`src/rtl/ascii_matrix_load_ctrl.sv`:
```
// Sequencer that pulls the separator's parsed integer list, validates the matrix
// dimensions it encodes and streams the elements row-major over a valid/ready port.
module ascii_matrix_load_ctrl #(
  parameter int DATA_WIDTH = 32,
  parameter int ADDR_WIDTH = 11,
  parameter int MAX_DIM    = 5,
  parameter int DIM_WIDTH  = 3,
  parameter int RD_LATENCY = 2
) (
  input  logic                  clk,
  input  logic                  rst_n,
  input  logic                  sep_done,
  input  logic                  sep_invalid,
  input  logic [ADDR_WIDTH-1:0] sep_num_count,
  output logic [ADDR_WIDTH-1:0] sep_rd_addr,
  input  logic [DATA_WIDTH-1:0] sep_rd_data,
  output logic                  sep_clear,
  output logic                  mat_wr_valid,
  input  logic                  mat_wr_ready,
  output logic [DIM_WIDTH-1:0]  mat_wr_row,
  output logic [DIM_WIDTH-1:0]  mat_wr_col,
  output logic [DATA_WIDTH-1:0] mat_wr_data,
  output logic [DIM_WIDTH-1:0]  mat_rows,
  output logic [DIM_WIDTH-1:0]  mat_cols,
  output logic                  busy,
  output logic                  load_done,
  output logic                  load_error,
  output logic [1:0]            err_code
);

  typedef enum logic [3:0] {
    S_IDLE, S_CHECK, S_RD_ROWS, S_RD_COLS, S_VALIDATE,
    S_RD_ELEM, S_WR_ELEM, S_DONE, S_ERROR, S_WAIT_REL
  } state_e;

  localparam int PW = ADDR_WIDTH + 1;
  localparam int CW = 8;

  state_e                state_q, state_d;
  logic [CW-1:0]         cnt_q, cnt_d;
  logic [ADDR_WIDTH-1:0] addr_q, addr_d;
  logic [DATA_WIDTH-1:0] rows_raw_q, rows_raw_d, cols_raw_q, cols_raw_d;
  logic [DATA_WIDTH-1:0] data_q, data_d;
  logic [DIM_WIDTH-1:0]  row_q, row_d, col_q, col_d;
  logic [DIM_WIDTH-1:0]  mat_rows_q, mat_rows_d, mat_cols_q, mat_cols_d;
  logic [1:0]            err_q, err_d;

  logic          dims_ok, count_ok, last_elem;
  logic [PW-1:0] prod, need_cnt;

  // Dimensions are signed: a negative count must fail the range check, not wrap.
  assign dims_ok = ($signed(rows_raw_q) >= 1) && ($signed(rows_raw_q) <= MAX_DIM) &&
                   ($signed(cols_raw_q) >= 1) && ($signed(cols_raw_q) <= MAX_DIM);
  assign prod      = rows_raw_q[PW-1:0] * cols_raw_q[PW-1:0];
  assign need_cnt  = prod + PW'(2);
  assign count_ok  = (need_cnt == {1'b0, sep_num_count});
  assign last_elem = (row_q == mat_rows_q - DIM_WIDTH'(1)) &&
                     (col_q == mat_cols_q - DIM_WIDTH'(1));

  // NOTE: every signal written here gets a default first, so no path infers a latch.
  always_comb begin
    state_d    = state_q;
    cnt_d      = '0;
    addr_d     = addr_q;
    rows_raw_d = rows_raw_q;
    cols_raw_d = cols_raw_q;
    data_d     = data_q;
    row_d      = row_q;
    col_d      = col_q;
    mat_rows_d = mat_rows_q;
    mat_cols_d = mat_cols_q;
    err_d      = err_q;

    unique case (state_q)
      S_IDLE: begin
        if (sep_done) begin
          err_d   = 2'd0;
          state_d = S_CHECK;
        end
      end
      S_CHECK: begin
        if (sep_invalid) begin
          err_d   = 2'd1;
          state_d = S_ERROR;
        end else if (sep_num_count < ADDR_WIDTH'(2)) begin
          err_d   = 2'd2;
          state_d = S_ERROR;
        end else begin
          addr_d  = '0;
          state_d = S_RD_ROWS;
        end
      end
      S_RD_ROWS: begin
        if (cnt_q == CW'(RD_LATENCY)) begin
          rows_raw_d = sep_rd_data;
          addr_d     = ADDR_WIDTH'(1);
          state_d    = S_RD_COLS;
        end else begin
          cnt_d = cnt_q + CW'(1);
        end
      end
      S_RD_COLS: begin
        if (cnt_q == CW'(RD_LATENCY)) begin
          cols_raw_d = sep_rd_data;
          state_d    = S_VALIDATE;
        end else begin
          cnt_d = cnt_q + CW'(1);
        end
      end
      S_VALIDATE: begin
        if (!dims_ok) begin
          err_d   = 2'd2;
          state_d = S_ERROR;
        end else if (!count_ok) begin
          err_d   = 2'd3;
          state_d = S_ERROR;
        end else begin
          mat_rows_d = rows_raw_q[DIM_WIDTH-1:0];
          mat_cols_d = cols_raw_q[DIM_WIDTH-1:0];
          row_d      = '0;
          col_d      = '0;
          addr_d     = ADDR_WIDTH'(2);
          state_d    = S_RD_ELEM;
        end
      end
      S_RD_ELEM: begin
        if (cnt_q == CW'(RD_LATENCY - 1)) begin
          data_d  = sep_rd_data;
          state_d = S_WR_ELEM;
        end else begin
          cnt_d = cnt_q + CW'(1);
        end
      end
      S_WR_ELEM: begin
        if (mat_wr_ready) begin
          if (col_q == mat_cols_q - DIM_WIDTH'(1)) begin
            col_d = '0;
            row_d = row_q + DIM_WIDTH'(1);
          end else begin
            col_d = col_q + DIM_WIDTH'(1);
          end
          addr_d  = addr_q + ADDR_WIDTH'(1);
          state_d = last_elem ? S_DONE : S_RD_ELEM;
        end
      end
      S_DONE:     state_d = S_WAIT_REL;
      S_ERROR:    state_d = S_WAIT_REL;
      S_WAIT_REL: if (!sep_done) state_d = S_IDLE;
      default:    state_d = S_IDLE;
    endcase
  end

  // NOTE: sequential state uses non-blocking assignments so all flops update together.
  always_ff @(posedge clk or negedge rst_n) begin
    if (!rst_n) begin
      state_q    <= S_IDLE;
      cnt_q      <= '0;
      addr_q     <= '0;
      rows_raw_q <= '0;
      cols_raw_q <= '0;
      data_q     <= '0;
      row_q      <= '0;
      col_q      <= '0;
      mat_rows_q <= '0;
      mat_cols_q <= '0;
      err_q      <= '0;
    end else begin
      state_q    <= state_d;
      cnt_q      <= cnt_d;
      addr_q     <= addr_d;
      rows_raw_q <= rows_raw_d;
      cols_raw_q <= cols_raw_d;
      data_q     <= data_d;
      row_q      <= row_d;
      col_q      <= col_d;
      mat_rows_q <= mat_rows_d;
      mat_cols_q <= mat_cols_d;
      err_q      <= err_d;
    end
  end

  // Handshake and pulse outputs decode the state register, so reset clears them at once.
  assign mat_wr_valid = (state_q == S_WR_ELEM);
  assign load_done    = (state_q == S_DONE);
  assign load_error   = (state_q == S_ERROR);
  assign sep_clear    = load_done || load_error;
  assign busy         = (state_q != S_IDLE);
  assign sep_rd_addr  = addr_q;
  assign mat_wr_row   = row_q;
  assign mat_wr_col   = col_q;
  assign mat_wr_data  = data_q;
  assign mat_rows     = mat_rows_q;
  assign mat_cols     = mat_cols_q;
  assign err_code     = err_q;

endmodule

```
`config.mk`:
```
export PLATFORM = sky130hd
export DESIGN_NAME = ascii_matrix_load_ctrl
export DESIGN_NICKNAME = d
export VERILOG_FILES = /design/src/rtl/ascii_matrix_load_ctrl.sv
export SDC_FILE = /design/constraint.sdc
export NUM_CORES = 1
export LEC_CHECK = 0
export ABC_AREA = 1
export CORE_ASPECT_RATIO = 0.7
export CORE_MARGIN = 3
export CORE_UTILIZATION = 45
export DETAILED_ROUTE_END_ITERATION = 16
export PLACE_DENSITY = 0.66
export SLEW_MARGIN = 0
export SYNTH_ARGS = -nofsm -noshare
export SYNTH_HDL_FRONTEND = slang
export SYNTH_SLANG_ARGS = --single-unit
```
`constraint.sdc`:
```
create_clock -name clk -period 5.9 [get_ports clk]
set_clock_uncertainty 0.15 [all_clocks]
set_input_delay 0.59 -clock clk [delete_from_list [all_inputs] [get_ports clk]]
set_output_delay 0.59 -clock clk [all_outputs]
set_load 0.1 [all_outputs]
```
==> metrics list <==
- TritonCTS Sinks: 133
* Outcome: finished, final reports clean
- Maxcap violations: 0
- Post-synth EDFFs: 0
- Syn Area/Cell: ~7.8 um2
- The count of endpoints failing hold in the final timing report was 0.
- CTS clock-pin slew for the worst setup and hold paths: around 0.06 ns
* DRT Pass-1 Iters: 7
- The core region is 18400 um2.
- Residual overflow from global routing: 0
* Worst Hold Class: in2async
* Buffer cell driving the clock tree root: sky130_fd_sc_hd__clkbuf_16
- IO Pins: 110
- Synthesized netlist cell count: 1104
- Wires add up to 20.8 mm.
- P&R area growth vs syn: 21.3%
- Entering global routing, the biggest net connects 82 pins.
- The first global-routing pass estimated ~35 mm of wire.
- The number of global-route vias before repair is 6843.
* Overall routing resource usage: between 20% and 30%
* Synthesized-area fraction occupied by xor and xnor cells: 2.54%
- Leading register cell type out of synthesis: sky130_fd_sc_hd__dfrtp_1
* Leading cell types by total area after synthesis: sky130_fd_sc_hd__dfrtp_1 39%, sky130_fd_sc_hd__nand2_1 14%, sky130_fd_sc_hd__fa_1 9.0%, sky130_fd_sc_hd__inv_1 7.4%, sky130_fd_sc_hd__o21ai_0 6.2%
- Share of async-settable or async-resettable flops after synthesis: 100%
- The worst setup path is captured at a flop.
* Total standard cell area after synthesis: 8630 um2
* Worst hold margin: ~0.049 ns
* Synthesized net count: 1230
- Wire segments on met3 add up to roughly 1.6 mm in the final route.
- Setup repair after global routing left no endpoint under its margin.
- Sum of met2 wire segment lengths after detailed routing: 8.16 mm
- The portion of synthesized area spent on multiplexers is 0%.
- In this run, the number of DRC markers left after iteration 0 of detailed routing was between 500 and 600.
- Counting flops and latches in the post-synthesis netlist gives approximately 130.
- Routed length on met1: 10.9 mm
- The clock passes through at most 2 buffers.
* Max Clock Freq: around 180 MHz
- Total number of yosys warnings: 0
- Fin. max-slew vios: 0
* Minimum clock period: 5.50 ns
- Cells with a size suffix above 1 make up under 10% of the layout.
- Clock tree from TritonCTS: yes
- Core utilization of the finished layout: 56.9%
- After Yosys synthesis, and, or, nand and nor cells account for 26.4% of the synthesized area.
* Sequential share of the synthesized area: 38.6%
- Once the clock tree was built, the setup fixing pass inserted 0 buffers.
- After synthesis, the largest area contributor takes up 38.6% of total cell area.
* Initial core utilization: a little under half
* Nets: around 1300
- Worst slew pin tran: slightly above 1 ns
- Number of distinct library cell variants in the gate-level netlist after synthesis: 39
- CP peak stage delay: ~0.6 ns
- Routed via count divided by cell count: 5.00
- Counting cells, the worst reg-to-reg path comes to 20.
* R2R Setup Slk: 0.40 ns
- Number of clock buffers inserted by TritonCTS: 17
- Compound-cell area share of the yosys netlist: 7.90%
* # DRC: 0
- Number of vias after detailed routing: 7230
* CP arrival: 5.65 ns
* Final setup vio count: 0
- Data on the critical path is required at its endpoint by approximately 6 ns.
- Final weighted congestion of routability-driven global placement: 0.889
- The worst register-to-register path ends at sep_rd_addr[0]$_DFFE_PN0P_.
- Clock latency on the worst-skew pair: 0.42 ns
- The die covers approximately 21000 um2.
* Detailed placement HPWL: 15.6 mm
- Of the total synthesized cell area, the portion taken by full adders, half adders and majority gates is 14.7%.
- Uppermost signal routing layer after detailed routing: met4
- sky130_fd_sc_hd__dfrtp_1 takes more of the synthesized area than any other cell.
* Initial antenna violation count: 0
- Final antenna diode count: 0
- Measured against its own limit, the worst slew margin works out to 32.5%.
- OpenSTA, run right after detailed placement, puts the worst setup slack at 0.421 ns.
- Count of antenna-violating nets left after detailed routing: 0
* CP Launch Type: flop
- Sorting the synthesized cells by how often they occur yields 326 x sky130_fd_sc_hd__nand2_1, 171 x sky130_fd_sc_hd__inv_1, 133 x sky130_fd_sc_hd__dfrtp_1.
- Final total negative setup slack: 0 ns
- Number of rows in the core area: 41
* Die H: approximately 120 um
- Most common cell type on the critical path: sky130_fd_sc_hd__fa_1
* Die X: 172 um
* Slowest CP cell: sky130_fd_sc_hd__dfrtp_1
- The layout has between 1500 and 2000 filler cells.
- Startpoint of the most critical register-to-register path: rows_raw_q[1]$_DFFE_PN0P_
- Routed wire length per instance: 14.4 um
* Crit share post-route: 93.2%
- Crit path kind: reg2reg
- Along the worst path, the maximum fanout reaches 13.
- Combinational family with the most area after synthesis: simple AND/OR/NAND/NOR gates
- The most common cell in the synthesized netlist is sky130_fd_sc_hd__nand2_1.
* Count of input and output buffers: between 100 and 150
- Traced cell by cell, the critical path runs through nand2_1 > fa_1 > fa_1 > inv_1 > fa_1 > fa_1 > inv_1 > fa_1 > inv_1 > ha_1 > xnor2_1 > nand3_1 > nand2_1 > inv_1 > nor3_4 > nand3_2 > nand2_2 > nand3_2 > nand2_1 > nand2_1.
- The H-tree was split into 4 levels.
- Setup slack of the critical path after layout: ~0.40 ns
[area by class of cell]
| class | instances | area [um2] | share of cell area [%] |
|---|---|---|---|
| multi-input combinational | 755 | 4460 | 42.6 |
| sequential | 133 | 3330 | 31.8 |
| timing repair buffer | 114 | 1130 | 10.8 |
| inverter | 176 | 661 | 6.31 |
| clock buffer | 18 | 439 | 4.19 |
| tap | 236 | 295 | 2.82 |
| clock inverter | 13 | 160 | 1.53 |
[worst max-delay path, delay by kind of cell, from the launching register on]
family | cells | cell delay, ns
flops | 1 | 0.60
fa+ha+maj | 6 | 2.87
xor+xnor | 1 | 0.20
simple gates | 9 | 1.35
buf+inv | 4 | 0.20
[metrics by stage]
step	instances	instance area (um2)
3_5_place_dp	1414	9870
4_1_cts	1445	10500
5_1_grt	1445	10500
3_3_place_gp	1414	9870
2_1_floorplan	1104	8630
6_report	1445	10500
[registers in the layout, summed over array words and instances, names as in the netlist, 3 cells and up]
signal,flops
mat_cols,3
mat_wr_row,3
state_q,4
mat_wr_data,32
rows_raw_q,32
mat_wr_col,3
cnt_q,8
cols_raw_q,32
sep_rd_addr,11
mat_rows,3
[worst max-delay path by stage]
stage                                    from                           to  slack, ns  cells past startpoint
global placement    rows_raw_q[1]$_DFFE_PN0P_  sep_rd_addr[10]$_DFFE_PN0P_       0.50                     20
global route        rows_raw_q[4]$_DFFE_PN0P_   sep_rd_addr[0]$_DFFE_PN0P_      0.005                     23
floorplan           rows_raw_q[1]$_DFFE_PN0P_   sep_rd_addr[0]$_DFFE_PN0P_       0.82                     22
CTS                 rows_raw_q[1]$_DFFE_PN0P_   sep_rd_addr[0]$_DFFE_PN0P_       0.39                     20
finish              rows_raw_q[1]$_DFFE_PN0P_   sep_rd_addr[0]$_DFFE_PN0P_       0.40                     20
detailed placement  rows_raw_q[1]$_DFFE_PN0P_   sep_rd_addr[6]$_DFFE_PN0P_       0.42                     20
[logic make-up (layout without fill, tap and decap cells)]
group,count (synthesis),count (layout)
AND/OR/NAND/NOR,524,524
buffers and inverters,216,321
adder cells (fa/ha/maj),78,78
AO/OA/AOI/OAI,128,128
flip-flops,133,133
XOR/XNOR,25,25
[placed cells by master, fill, tap and decap left out, types with 25 or more instances in the layout]
master	Yosys	routed
sky130_fd_sc_hd__ha_1	39	39
sky130_fd_sc_hd__nor2_1	71	71
sky130_fd_sc_hd__fa_1	39	39
sky130_fd_sc_hd__inv_1	171	171
sky130_fd_sc_hd__clkdlybuf4s50_1	0	108
sky130_fd_sc_hd__o21ai_0	107	107
sky130_fd_sc_hd__nand2_1	326	323
sky130_fd_sc_hd__nand3_1	45	45
sky130_fd_sc_hd__dfrtp_1	133	132
sky130_fd_sc_hd__nand4_1	25	25
[per-layer routing]
layer | global-route usage, % | up-vias
met5 | 0 | -
li1 | - | 3642
met2 | 28.8 | 226
met4 | 4.12 | 0
met3 | 5.51 | 12
met1 | 33.0 | 3350
[timing repair]
| action | CTS | global route |
|---|---|---|
| setup endpoints to repair | 0 | 2 |
| hold buffers | 0 | 0 |
| gates resized for setup | 0 | 1 |
Power is not shown: default switching activity piles up to over one toggle a cycle in this logic, so the estimate is an artifact.
